### src/rtl/fetch_pkg.sv
// Shared constants and FSM encoding for the instruction-fetch slice.
// FETCH_TIMEOUT_EN adds the default ack-watchdog limit.
package fetch_pkg;

    localparam int unsigned FETCH_PC_BITS    = 6;
    localparam int unsigned FETCH_BYTE_BITS  = 8;
    localparam int unsigned FETCH_INSTR_BITS = 2 * FETCH_BYTE_BITS;
`ifdef FETCH_TIMEOUT_EN
    localparam int unsigned FETCH_TIMEOUT_CYCLES = 15;
`endif

    typedef enum logic [1:0] {
        IDLE   = 2'd0,
        REQ_LO = 2'd1,
        REQ_HI = 2'd2,
        HOLD   = 2'd3
    } fetch_state_t;

endpackage

### src/rtl/instr_fetch_if.sv
// Byte-memory req/ack bus plus decoder valid/ready handshake for instr_fetch.
interface instr_fetch_if
    import fetch_pkg::*;
#(
    parameter int unsigned PC_BITS   = FETCH_PC_BITS,
    parameter int unsigned BYTE_BITS = FETCH_BYTE_BITS
) ();

    localparam int unsigned INSTR_BITS = 2 * BYTE_BITS;

    logic                  mem_req;
    logic [PC_BITS-1:0]    mem_addr;
    logic [BYTE_BITS-1:0]  mem_rdata;
    logic                  mem_ack;
    logic [INSTR_BITS-1:0] instr_out;
    logic                  instr_valid;
    logic                  instr_ready;

    modport master (
        output mem_req, mem_addr, instr_out, instr_valid,
        input  mem_rdata, mem_ack, instr_ready
    );

    modport slave (
        input  mem_req, mem_addr, instr_out, instr_valid,
        output mem_rdata, mem_ack, instr_ready
    );

endinterface

### src/rtl/fetch_watchdog.sv
// Ack watchdog: counts stalled request cycles, flags expiry on the limit-th one.
module fetch_watchdog #(
    parameter int unsigned TIMEOUT_CYCLES = 15
) (
    input  logic clka,
    input  logic reset,
    input  logic clear,
    input  logic count_en,
    output logic expired
);

    localparam int unsigned CNT_BITS = $clog2(TIMEOUT_CYCLES + 1);

    logic [CNT_BITS-1:0] count_q;

    always_ff @(posedge clka or negedge reset) begin
        if (!reset) begin
            count_q <= '0;
        end else if (clear) begin
            count_q <= '0;
        end else if (count_en) begin
            count_q <= count_q + CNT_BITS'(1);
        end
    end

    // Combinational so the FSM leaves on the same edge that ends the last stalled cycle.
    assign expired = count_en && (count_q == CNT_BITS'(TIMEOUT_CYCLES - 1));

endmodule

### src/rtl/instr_fetch.sv
// Fetches a little-endian 16-bit instruction as two byte reads at an even PC.
// Optional FETCH_TIMEOUT_EN aborts a request after TIMEOUT_CYCLES without ack.
module instr_fetch
    import fetch_pkg::*;
#(
    parameter int unsigned PC_BITS   = FETCH_PC_BITS,
    parameter int unsigned BYTE_BITS = FETCH_BYTE_BITS
`ifdef FETCH_TIMEOUT_EN
    ,
    parameter int unsigned TIMEOUT_CYCLES = FETCH_TIMEOUT_CYCLES
`endif
) (
    input  logic               clka,
    input  logic               reset,
    input  logic [PC_BITS-1:0] pc_in,
    input  logic               fetch_start,
    instr_fetch_if.master      bus,
    output logic               busy,
    output logic               fetch_err
);

    localparam int unsigned INSTR_BITS = 2 * BYTE_BITS;

    fetch_state_t          state_q, state_d;
    logic [PC_BITS-1:0]    pc_cap_q;
    logic [PC_BITS-1:0]    mem_addr_q;
    logic                  mem_req_q;
    logic [INSTR_BITS-1:0] instr_q;
    logic                  err_q, err_d;
    logic                  ack;
    logic                  timeout;

    assign ack = mem_req_q && bus.mem_ack;

`ifdef FETCH_TIMEOUT_EN
    logic wd_clear;
    logic wd_en;

    assign wd_clear = (state_d != state_q) && ((state_d == REQ_LO) || (state_d == REQ_HI));
    assign wd_en    = mem_req_q && !bus.mem_ack;

    fetch_watchdog #(
        .TIMEOUT_CYCLES (TIMEOUT_CYCLES)
    ) u_watchdog (
        .clka     (clka),
        .reset    (reset),
        .clear    (wd_clear),
        .count_en (wd_en),
        .expired  (timeout)
    );
`else
    assign timeout = 1'b0;
`endif

    always_comb begin
        state_d = state_q;
        err_d   = 1'b0;
        case (state_q)
            IDLE: begin
                if (fetch_start) begin
                    if (pc_in[0]) begin
                        err_d = 1'b1;
                    end else begin
                        state_d = REQ_LO;
                    end
                end
            end
            REQ_LO: begin
                if (ack) begin
                    state_d = REQ_HI;
                end else if (timeout) begin
                    state_d = IDLE;
                    err_d   = 1'b1;
                end
            end
            REQ_HI: begin
                if (ack) begin
                    state_d = HOLD;
                end else if (timeout) begin
                    state_d = IDLE;
                    err_d   = 1'b1;
                end
            end
            HOLD: begin
                if (bus.instr_ready) begin
                    state_d = IDLE;
                end
            end
            default: state_d = IDLE;
        endcase
    end

    always_ff @(posedge clka or negedge reset) begin
        if (!reset) begin
            state_q    <= IDLE;
            pc_cap_q   <= '0;
            mem_addr_q <= '0;
            mem_req_q  <= 1'b0;
            instr_q    <= '0;
            err_q      <= 1'b0;
        end else begin
            state_q   <= state_d;
            err_q     <= err_d;
            // Request line tracks the next state so it is registered yet aligned with REQ_*.
            mem_req_q <= (state_d == REQ_LO) || (state_d == REQ_HI);
            if ((state_q == IDLE) && (state_d == REQ_LO)) begin
                pc_cap_q   <= pc_in;
                mem_addr_q <= pc_in;
            end
            if ((state_q == REQ_LO) && ack) begin
                instr_q[BYTE_BITS-1:0] <= bus.mem_rdata;
                mem_addr_q             <= pc_cap_q | PC_BITS'(1);
            end
            if ((state_q == REQ_HI) && ack) begin
                instr_q[INSTR_BITS-1:BYTE_BITS] <= bus.mem_rdata;
            end
        end
    end

    assign bus.mem_req     = mem_req_q;
    assign bus.mem_addr    = mem_addr_q;
    assign bus.instr_out   = instr_q;
    assign bus.instr_valid = (state_q == HOLD);
    assign busy            = (state_q != IDLE);
    assign fetch_err       = err_q;

endmodule

### src/flat_wrapper.sv
// flat-port wrapper written by rule: the top's interface ports become plain ports
module instr_fetch_flat import fetch_pkg::*;
#(
    parameter int unsigned PC_BITS   = FETCH_PC_BITS,
    parameter int unsigned BYTE_BITS = FETCH_BYTE_BITS

)
  (clka, reset, pc_in, fetch_start, busy, fetch_err, bus_mem_req, bus_mem_addr, bus_instr_out, bus_instr_valid, bus_mem_rdata, bus_mem_ack, bus_instr_ready);
  instr_fetch_if #(.PC_BITS(PC_BITS), .BYTE_BITS(BYTE_BITS)) bus_i ();
  input  logic clka;
  input  logic reset;
  input  logic [PC_BITS-1:0] pc_in;
  input  logic fetch_start;
  output logic busy;
  output logic fetch_err;
  output wire logic [$bits(bus_i.mem_req)-1:0] bus_mem_req;
  output wire logic [$bits(bus_i.mem_addr)-1:0] bus_mem_addr;
  output wire logic [$bits(bus_i.instr_out)-1:0] bus_instr_out;
  output wire logic [$bits(bus_i.instr_valid)-1:0] bus_instr_valid;
  input wire logic [$bits(bus_i.mem_rdata)-1:0] bus_mem_rdata;
  input wire logic [$bits(bus_i.mem_ack)-1:0] bus_mem_ack;
  input wire logic [$bits(bus_i.instr_ready)-1:0] bus_instr_ready;
  assign bus_mem_req = bus_i.mem_req;
  assign bus_mem_addr = bus_i.mem_addr;
  assign bus_instr_out = bus_i.instr_out;
  assign bus_instr_valid = bus_i.instr_valid;
  assign bus_i.mem_rdata = bus_mem_rdata;
  assign bus_i.mem_ack = bus_mem_ack;
  assign bus_i.instr_ready = bus_instr_ready;
  instr_fetch #(.PC_BITS(PC_BITS), .BYTE_BITS(BYTE_BITS)) u_core (.clka(clka), .reset(reset), .pc_in(pc_in), .fetch_start(fetch_start), .bus(bus_i), .busy(busy), .fetch_err(fetch_err));
endmodule
### config.mk
export PLATFORM = sky130hd
export DESIGN_NAME = instr_fetch_flat
export DESIGN_NICKNAME = d
export VERILOG_FILES = /design/src/rtl/fetch_pkg.sv /design/src/rtl/instr_fetch_if.sv /design/src/rtl/fetch_watchdog.sv /design/src/rtl/instr_fetch.sv /design/src/flat_wrapper.sv
export SDC_FILE = /design/constraint.sdc
export NUM_CORES = 1
export LEC_CHECK = 0
export CORE_ASPECT_RATIO = 0.9
export CORE_MARGIN = 2
export CORE_UTILIZATION = 35
export DETAILED_ROUTE_END_ITERATION = 10
export GPL_ROUTABILITY_DRIVEN = 0
export PLACE_DENSITY = 0.66
export SYNTH_ARGS = -nofsm -noshare
export SYNTH_HDL_FRONTEND = slang
export SYNTH_SLANG_ARGS = --single-unit
### constraint.sdc
create_clock -name clka -period 4.7 [get_ports clka]
set_clock_uncertainty 0.2 [all_clocks]
set_input_delay 0.94 -clock clka [delete_from_list [all_inputs] [get_ports clka]]
set_output_delay 0.94 -clock clka [all_outputs]
set_load 0.01 [all_outputs]
* After elaboration in Yosys (flattened, before gate mapping)
Index checks and enable logic that the tools add are counted.
** Cells by class
- Add/subtract/negate cells :: 0
- Multipliers :: 0
- Div/mod/pow operators :: 0
- $lt $le $gt $ge :: 0
- Equality and inequality tests :: 5
- Shifts and indexed selects :: 0
- Multiplexer cells :: 11
- Bitwise operators :: 0
- Reduce and logical (&&, ||, !) cells :: 8
** Operators by type and width (number)
- 6-bit 2-to-1 mux :: 2
- 2-bit 2-to-1 mux :: 5
- 2-bit case mux with 4 select lines :: 1
- 2-bit equality test, second input constant :: 3
- 2-bit by 1-bit equality test with 1-bit output, second input constant :: 2
- 1-bit logical AND :: 4
- 2-bit nonzero test :: 2
- 1-bit 2-to-1 mux :: 3
- 2-bit logical NOT :: 1
- 1-bit logical OR :: 1
** Storage, ports and cells
- Flip-flop bits (word level) :: 32
- Bits in latches :: 0
- Memory bits (writable) :: 0
- Bits in read-only memories :: 0
- Input port bits :: 19
- Output and inout bits :: 26
- Memories :: 0

* Logic depth before layout (Yosys ltp)
Gate-level depths: netlist of the first run.
- Word-level depth :: 7
- Mapped depth :: 9
- Mapped depth without buffers :: 7

* Least setup slack after synthesis of the first run
Ideal clock, no wire load.
- Path kind :: input to register
- Start point :: input port bus_mem_ack
- End point :: register u_core.mem_addr_q[2], in the netlist u_core.bus.mem_addr[2]
- Library setup time :: 0.130 ns
- Arrival :: 2.107 ns
- Setup slack :: 2.264 ns
- Stages :: 8
- Path buffers :: 2
- Cells stage by stage :: nand4b_4 > buf_2 > and2_1 > ha_1 > or3b_4 > buf_6 > nand2_1 > a31oi_1
** On the way
- Word-level cells in the longest chain between the ends :: 6
- Elaborated cells between the ends (all ways) :: 9
- Those cells by class :: eq/ne (1); mux (4); reduce/logical (4)
** RTL lines
- from (decl) :: line flat_wrapper.sv:21 : input wire logic [$bits(bus_i.mem_ack)-1:0] bus_mem_ack;
- 1-bit logical AND * :: line instr_fetch.sv:33 : assign ack = mem_req_q && bus.mem_ack;
- 2-bit 2-to-1 mux, on equally long branches :: line instr_fetch.sv:77, instr_fetch.sv:69
- 2-bit case mux with 4 select lines :: line instr_fetch.sv:58 : case (state_q)
- 2-bit by 1-bit equality test with 1-bit output :: line instr_fetch.sv:106 : if ((state_q == IDLE) && (state_d == REQ_LO)) begin
- 1-bit logical AND :: line instr_fetch.sv:106
- 2-bit nonzero test (no line)
- to (signal assigned) :: line instr_fetch.sv:108 : mem_addr_q <= pc_in;
- to (signal assigned) :: line instr_fetch.sv:112 : mem_addr_q <= pc_cap_q | PC_BITS'(1);
- to (decl) :: line instr_fetch.sv:26 : logic [PC_BITS-1:0] mem_addr_q;
Mark *: on every way between the ends. The rest lies on a longest branch, timed or not.
A chain may end at the register's enable or synchronous reset.

* Worst setup path in the final report of the first run
- Start point :: input port bus_mem_ack
- End point :: register u_core.mem_addr_q[5], in the netlist u_core.bus.mem_addr[5]
Same word-level chain as after synthesis.

==> flow_summary.ini, run 1 <==
[logic_synthesis]
synth.most_common_cell = dfrtp_1
ys_types = 20
postSynthAreaPerCell_um2 = 12.6
yosys_most_used_dff = dfrtp_1
ys_top_cells_by_area = dfrtp_1, mux2_4, mux2_2, nand2_1, nand4b_4
async_flop_share = 1.00
synthCells = 105
synth-seq-area-share = 0.586
synth_edf_count = 0
yosys.area.top_type = dfrtp_1
yosysTopAreaCellShare = 0.586
yosys_warnings = 0
synth_common_cells = dfrtp_1, nand2_1, mux2_2
syn-cell-area_um2 = 1320
ys_ff_latch = 31
synth_nets = 125

[timing]
fin_setup_tns_ns = 0
tightestPinTransition_ns = 0.410
hold_violations = 0
rsz0062_at_grt = no
maxSlewViolCount = 0
layout_min_cycle_time_ns = 2.98
setup_viol = 0
max_freq_mhz = 336
slew_headroom = 0.727
period_share = 0.633

[cts]
clock_tree.htree_level_count = 2
post-cts-setup-buffers = 0
cts_tree = yes
clkTransAtPathRegs_ns = 0.06
cts_resized = 0
clock_sinks = 31
worstSkewPairLatency_ns = 0.28
root_buffer = clkbuf_8
cts_hold_buf = 0
cts_made_buffers = 5
clock_path_buffers = 2

[finish]
antenna_cells = 0
stdcell_area_um2 = 1870
syn_to_final_growth_pct = 41.3
final_nets = 172
drive_gt1_frac = 0.191

[global_route]
grt_max_degree = 32
grt_util_met1 = 0.174
grt_use_met3 = 0.0562
grt_overflow = 0
grt_pass1_vias = 965
busiest_layer = met2
grt_usage = 0.149
use_met2 = 0.237
antenna_found_initial = 0
grt_pass1_wl_mm = 4.62

[floorplan]
io_pins = 45
core-area_um2 = 3680
die_area_um2 = 4290
rows = 21
dieWidth_um = 68.8
die_h_um = 62.3
start_util = 0.360

[drt]
first_pass_iters = 4
wl_per_cell_um = 13.6
ant_nets = 0
drc_errors = 0
vias_per_cell = 4.74
drtIter0Drc = 47
wl_mm = 2.69
vias = 939

[pwr]
leakagePower_nw = 0.892
powerDensity_nw_per_um2 = 681
irDropWorstVdd_mv = 0.283

[critical_path]
critPathTopFamily = simple AND/OR/NAND/NOR gates
critPathMaxStageDelay_ns = 0.62
critPathMaxFanout = 21
cp-start-kind = input port
critPathRequiredTime_ns = 4.70
crit_buf_inv = 1
worst-setup-path-type = input port to flip-flop
cp-end-kind = flip-flop
path_cells = clkdlybuf4s50_1 -> nand4b_4 -> and2_1 -> ha_1 -> or3b_4 -> nand2_1 -> a31oi_1
slowest_stage = clkdlybuf4s50_1
cp.arrival_ns = 2.97
ff2ff_setup_slack_ns = 2.41

[min_path]
hp-class = flip-flop to flip-flop

[placement]
hpwl_mm = 1.97
portBuffers = 44
placed_cell_area_um2 = 1780

[status]
status = completed

[run]
maxCapViolations = 0
[flip-flops by register name (all words and copies together), names as in the netlist]
signal / count
u_core.bus.mem_req: 1
u_core.state_q: 2
u_core.fetch_err: 1
u_core.bus.mem_addr: 6
u_core.pc_cap_q: 5
u_core.bus.instr_out: 16
[power breakdown]
part / internal, mW / switching, mW / total (mW)
Sequential: 0.400 / 0.0976 / 0.497
Combinational: 0.351 / 0.221 / 0.572
Clock: 0.115 / 0.0900 / 0.204
Total: 0.866 / 0.408 / 1.27
[layer usage]
layer / wire, um / up-vias
li1: - / 446
met1: 1140 / 451
met2: 1360 / 37
met3: 136 / 5
met4: 52 / 0
met5: 0 / -
[layout make-up]
| class | count | area (um^2) |
|---|---|---|
| tap | 46 | 57.6 |
| multi-input combinational | 68 | 498 |
| sequential | 31 | 776 |
| clock buffer | 6 | 82.6 |
| clock inverter | 1 | 5.00 |
| inverter | 1 | 3.75 |
| timing repair buffer | 45 | 448 |
| fill | 317 | 1810 |
[per-stage QoR]
step	utilization	hold WS (ns)	power [mW]	instances	worst slack (ns)
3_3_place_gp	0.485	0.261	1.06	191	1.54
4_1_cts	0.509	0.278	1.29	198	1.72
6_report	0.509	0.275	1.27	198	1.72
2_1_floorplan	-	0.245	0.807	105	2.26
5_1_grt	0.509	0.299	1.37	198	1.59
3_5_place_dp	0.485	0.263	1.08	191	1.43
[worst register-to-register path: stages, from the launching register on]
cell and delay [ns]:
dfrtp_1 0.56, nand4b_4 0.41, and2_1 0.29, ha_1 0.20, or3b_4 0.30, nand2_1 0.08, a31oi_1 0.17
[worst paths after layout]
check	from	endpoint	cells after the start
max	bus_mem_ack	u_core.bus.mem_addr[5]$_DFFE_PN0P_	7
min	u_core.pc_cap_q[1]$_DFFE_PN0P_	u_core.pc_cap_q[1]$_DFFE_PN0P_	2
max reg2reg	u_core.state_q[0]$_DFF_PN0_	u_core.bus.mem_addr[5]$_DFFE_PN0P_	6
min reg2reg	u_core.pc_cap_q[1]$_DFFE_PN0P_	u_core.pc_cap_q[1]$_DFFE_PN0P_	2
max in group asynchronous	reset	u_core.bus.instr_out[11]$_DFFE_PN0P_	2
min in group asynchronous	reset	u_core.bus.instr_out[12]$_DFFE_PN0P_	2
[logic make-up (layout without fill, tap and decap cells)]
| group | count (synthesis) | in the layout | synth area share |
|---|---|---|---|
| compound gates | 8 | 8 | 0.0388 |
| flops | 31 | 31 | 0.586 |
| simple gates | 43 | 43 | 0.172 |
| mux | 16 | 16 | 0.156 |
| buf+inv | 6 | 53 | 0.0378 |
| fa+ha+maj | 1 | 1 | 0.00945 |
[placed cells by master, fill, tap and decap left out, types with 2 or more instances in the layout]
cell type	count
and2_1	2
mux2_2	9
nor2_1	7
a31oi_1	5
nand3_1	2
clkbuf_8	6
nand2_1	27
mux2_4	7
dfrtp_1	31
clkdlybuf4s50_1	44
nand4b_4	2
(Power assumes the default switching activity.)
==> inputs of run 2 (changes only) <==
--- a/config.mk
+++ b/config.mk
@@ -10,7 +10,7 @@
 export CORE_UTILIZATION = 35
 export DETAILED_ROUTE_END_ITERATION = 10
 export GPL_ROUTABILITY_DRIVEN = 0
-export PLACE_DENSITY = 0.66
+export PLACE_DENSITY = 0.69
 export SYNTH_ARGS = -nofsm -noshare
 export SYNTH_HDL_FRONTEND = slang
 export SYNTH_SLANG_ARGS = --single-unit
==> constraint.sdc (replaced) <==
create_clock -name clka -period 2.5 [get_ports clka]
set_clock_uncertainty 0.2 [all_clocks]
set_input_delay 0.5 -clock clka [delete_from_list [all_inputs] [get_ports clka]]
set_output_delay 0.5 -clock clka [all_outputs]
set_load 0.01 [all_outputs]
==> flow_summary.ini, run 2 (same netlist as run 1, synthesis figures left out) <==
[status]
status = completed

[min_path]
hp-class = flip-flop to flip-flop
hold_depth = 2

[timing]
rsz0062_at_grt = no
slew_headroom = 0.745
maxSlewViolCount = 0
tightestPinTransition_ns = 0.382
setup_viol = 0
period_share = 0.917
max_freq_mhz = 436
layout_min_cycle_time_ns = 2.29
whs_ns = 0.278
hold_violations = 0

[placement]
numPlacedInstances = 197
placed_cell_area_um2 = 1830
hpwl_mm = 1.99
portBuffers = 44

[cts]
root_buffer = clkbuf_8
cts_hold_buf = 0
cts_made_buffers = 5
clock_path_buffers = 2
clock_tree.htree_level_count = 2
clkTransAtPathRegs_ns = 0.06
cts_resized = 0
cts_tree = yes
post-cts-setup-buffers = 0
clock_sinks = 31
worstSkewPairLatency_ns = 0.28

[finish]
stdcell_area_um2 = 1930
drive_gt1_frac = 0.220
syn_to_final_growth_pct = 45.7
register_area_um2 = 776
fillers = 332
fin_util = 0.524
final_cells = 205
final_common_cell = clkdlybuf4s50_1
antenna_cells = 0
final_cell_mix = clkdlybuf4s50_1, dfrtp_1, nand2_1
largest_reg_flops = 16
final_nets = 178
multiInputGateArea_um2 = 498

[drt]
wl_per_cell_um = 13.4
drc_errors = 0
ant_nets = 0
first_pass_iters = 4
wl_mm = 2.75
vias = 943
drtIter0Drc = 42
vias_per_cell = 4.60

[pwr]
irDropWorstVdd_mv = 0.402
leakagePower_nw = 0.925
powerDensity_nw_per_um2 = 1280
finalPower_mw = 2.46

[critical_path]
cp.arrival_ns = 1.59
cp-start-kind = flip-flop
worst-setup-path-type = flip-flop to output pin
cp-end-kind = output pin
reg2regPathDepth = 7
critPathMaxFanout = 9
critPathRequiredTime_ns = 1.80

[floorplan]
die_h_um = 62.3
dieWidth_um = 68.8
core-area_um2 = 3680
rows = 21
io_pins = 45
start_util = 0.360
die_area_um2 = 4290

[global_route]
grt_pass1_wl_mm = 4.66
grt_pass1_vias = 962
grt_overflow = 0
antenna_found_initial = 0
grt_usage = 0.150
grt_max_degree = 32

[run]
maxCapViolations = 0
[run 2: critical path, stage by stage (launching register included)]
cell and delay, ns:
dfrtp_1 0.49, or2_2 0.35, clkdlybuf4s50_1 0.48
[run 2: routing by layer]
| layer | wire length [um] | up-vias | track usage |
|---|---|---|---|
| met4 | 27 | 0 | 0.0515 |
| met5 | 0 | - | 0 |
| met1 | 1220 | 453 | 0.193 |
| met3 | 168 | 2 | 0.0598 |
| li1 | - | 461 | - |
| met2 | 1340 | 27 | 0.226 |
[run 2: final timing paths]
kind | slack (ns) | endpoint | start
max | 0.21 | busy | u_core.state_q[1]$_DFF_PN0_
min | 0.28 | u_core.pc_cap_q[4]$_DFFE_PN0P_ | u_core.pc_cap_q[4]$_DFFE_PN0P_
max reg2reg | 0.38 | u_core.bus.mem_addr[2]$_DFFE_PN0P_ | u_core.state_q[0]$_DFF_PN0_
min reg2reg | 0.28 | u_core.pc_cap_q[4]$_DFFE_PN0P_ | u_core.pc_cap_q[4]$_DFFE_PN0P_
max in group asynchronous | 1.40 | u_core.bus.instr_out[9]$_DFFE_PN0P_ | reset
min in group asynchronous | 0.41 | u_core.fetch_err$_DFF_PN0_ | reset
[run 2: cell type report]
cell class | instances | area share
Inverter | 1 | 0.00195
Sequential cell | 31 | 0.402
Timing Repair Buffer | 51 | 0.256
Clock buffer | 8 | 0.0519
Tap cell | 46 | 0.0299
Multi-Input combinational cell | 68 | 0.258
[run 2: power breakdown]
| group | total [mW] | internal (mW) | switching [mW] |
|---|---|---|---|
| Clock | 0.423 | 0.251 | 0.172 |
| Sequential | 0.929 | 0.751 | 0.178 |
| Combinational | 1.11 | 0.687 | 0.426 |
[run 2: per-stage QoR]
| step | setup TNS (ns) | setup slack (ns) |
|---|---|---|
| after floorplan | 0 | 0.475 |
| final | 0 | 0.207 |
| after global placement | 0 | 0.0107 |
| after global routing | 0 | 0.105 |
| after CTS | 0 | 0.197 |
| after detailed placement | -0.373 | -0.0820 |
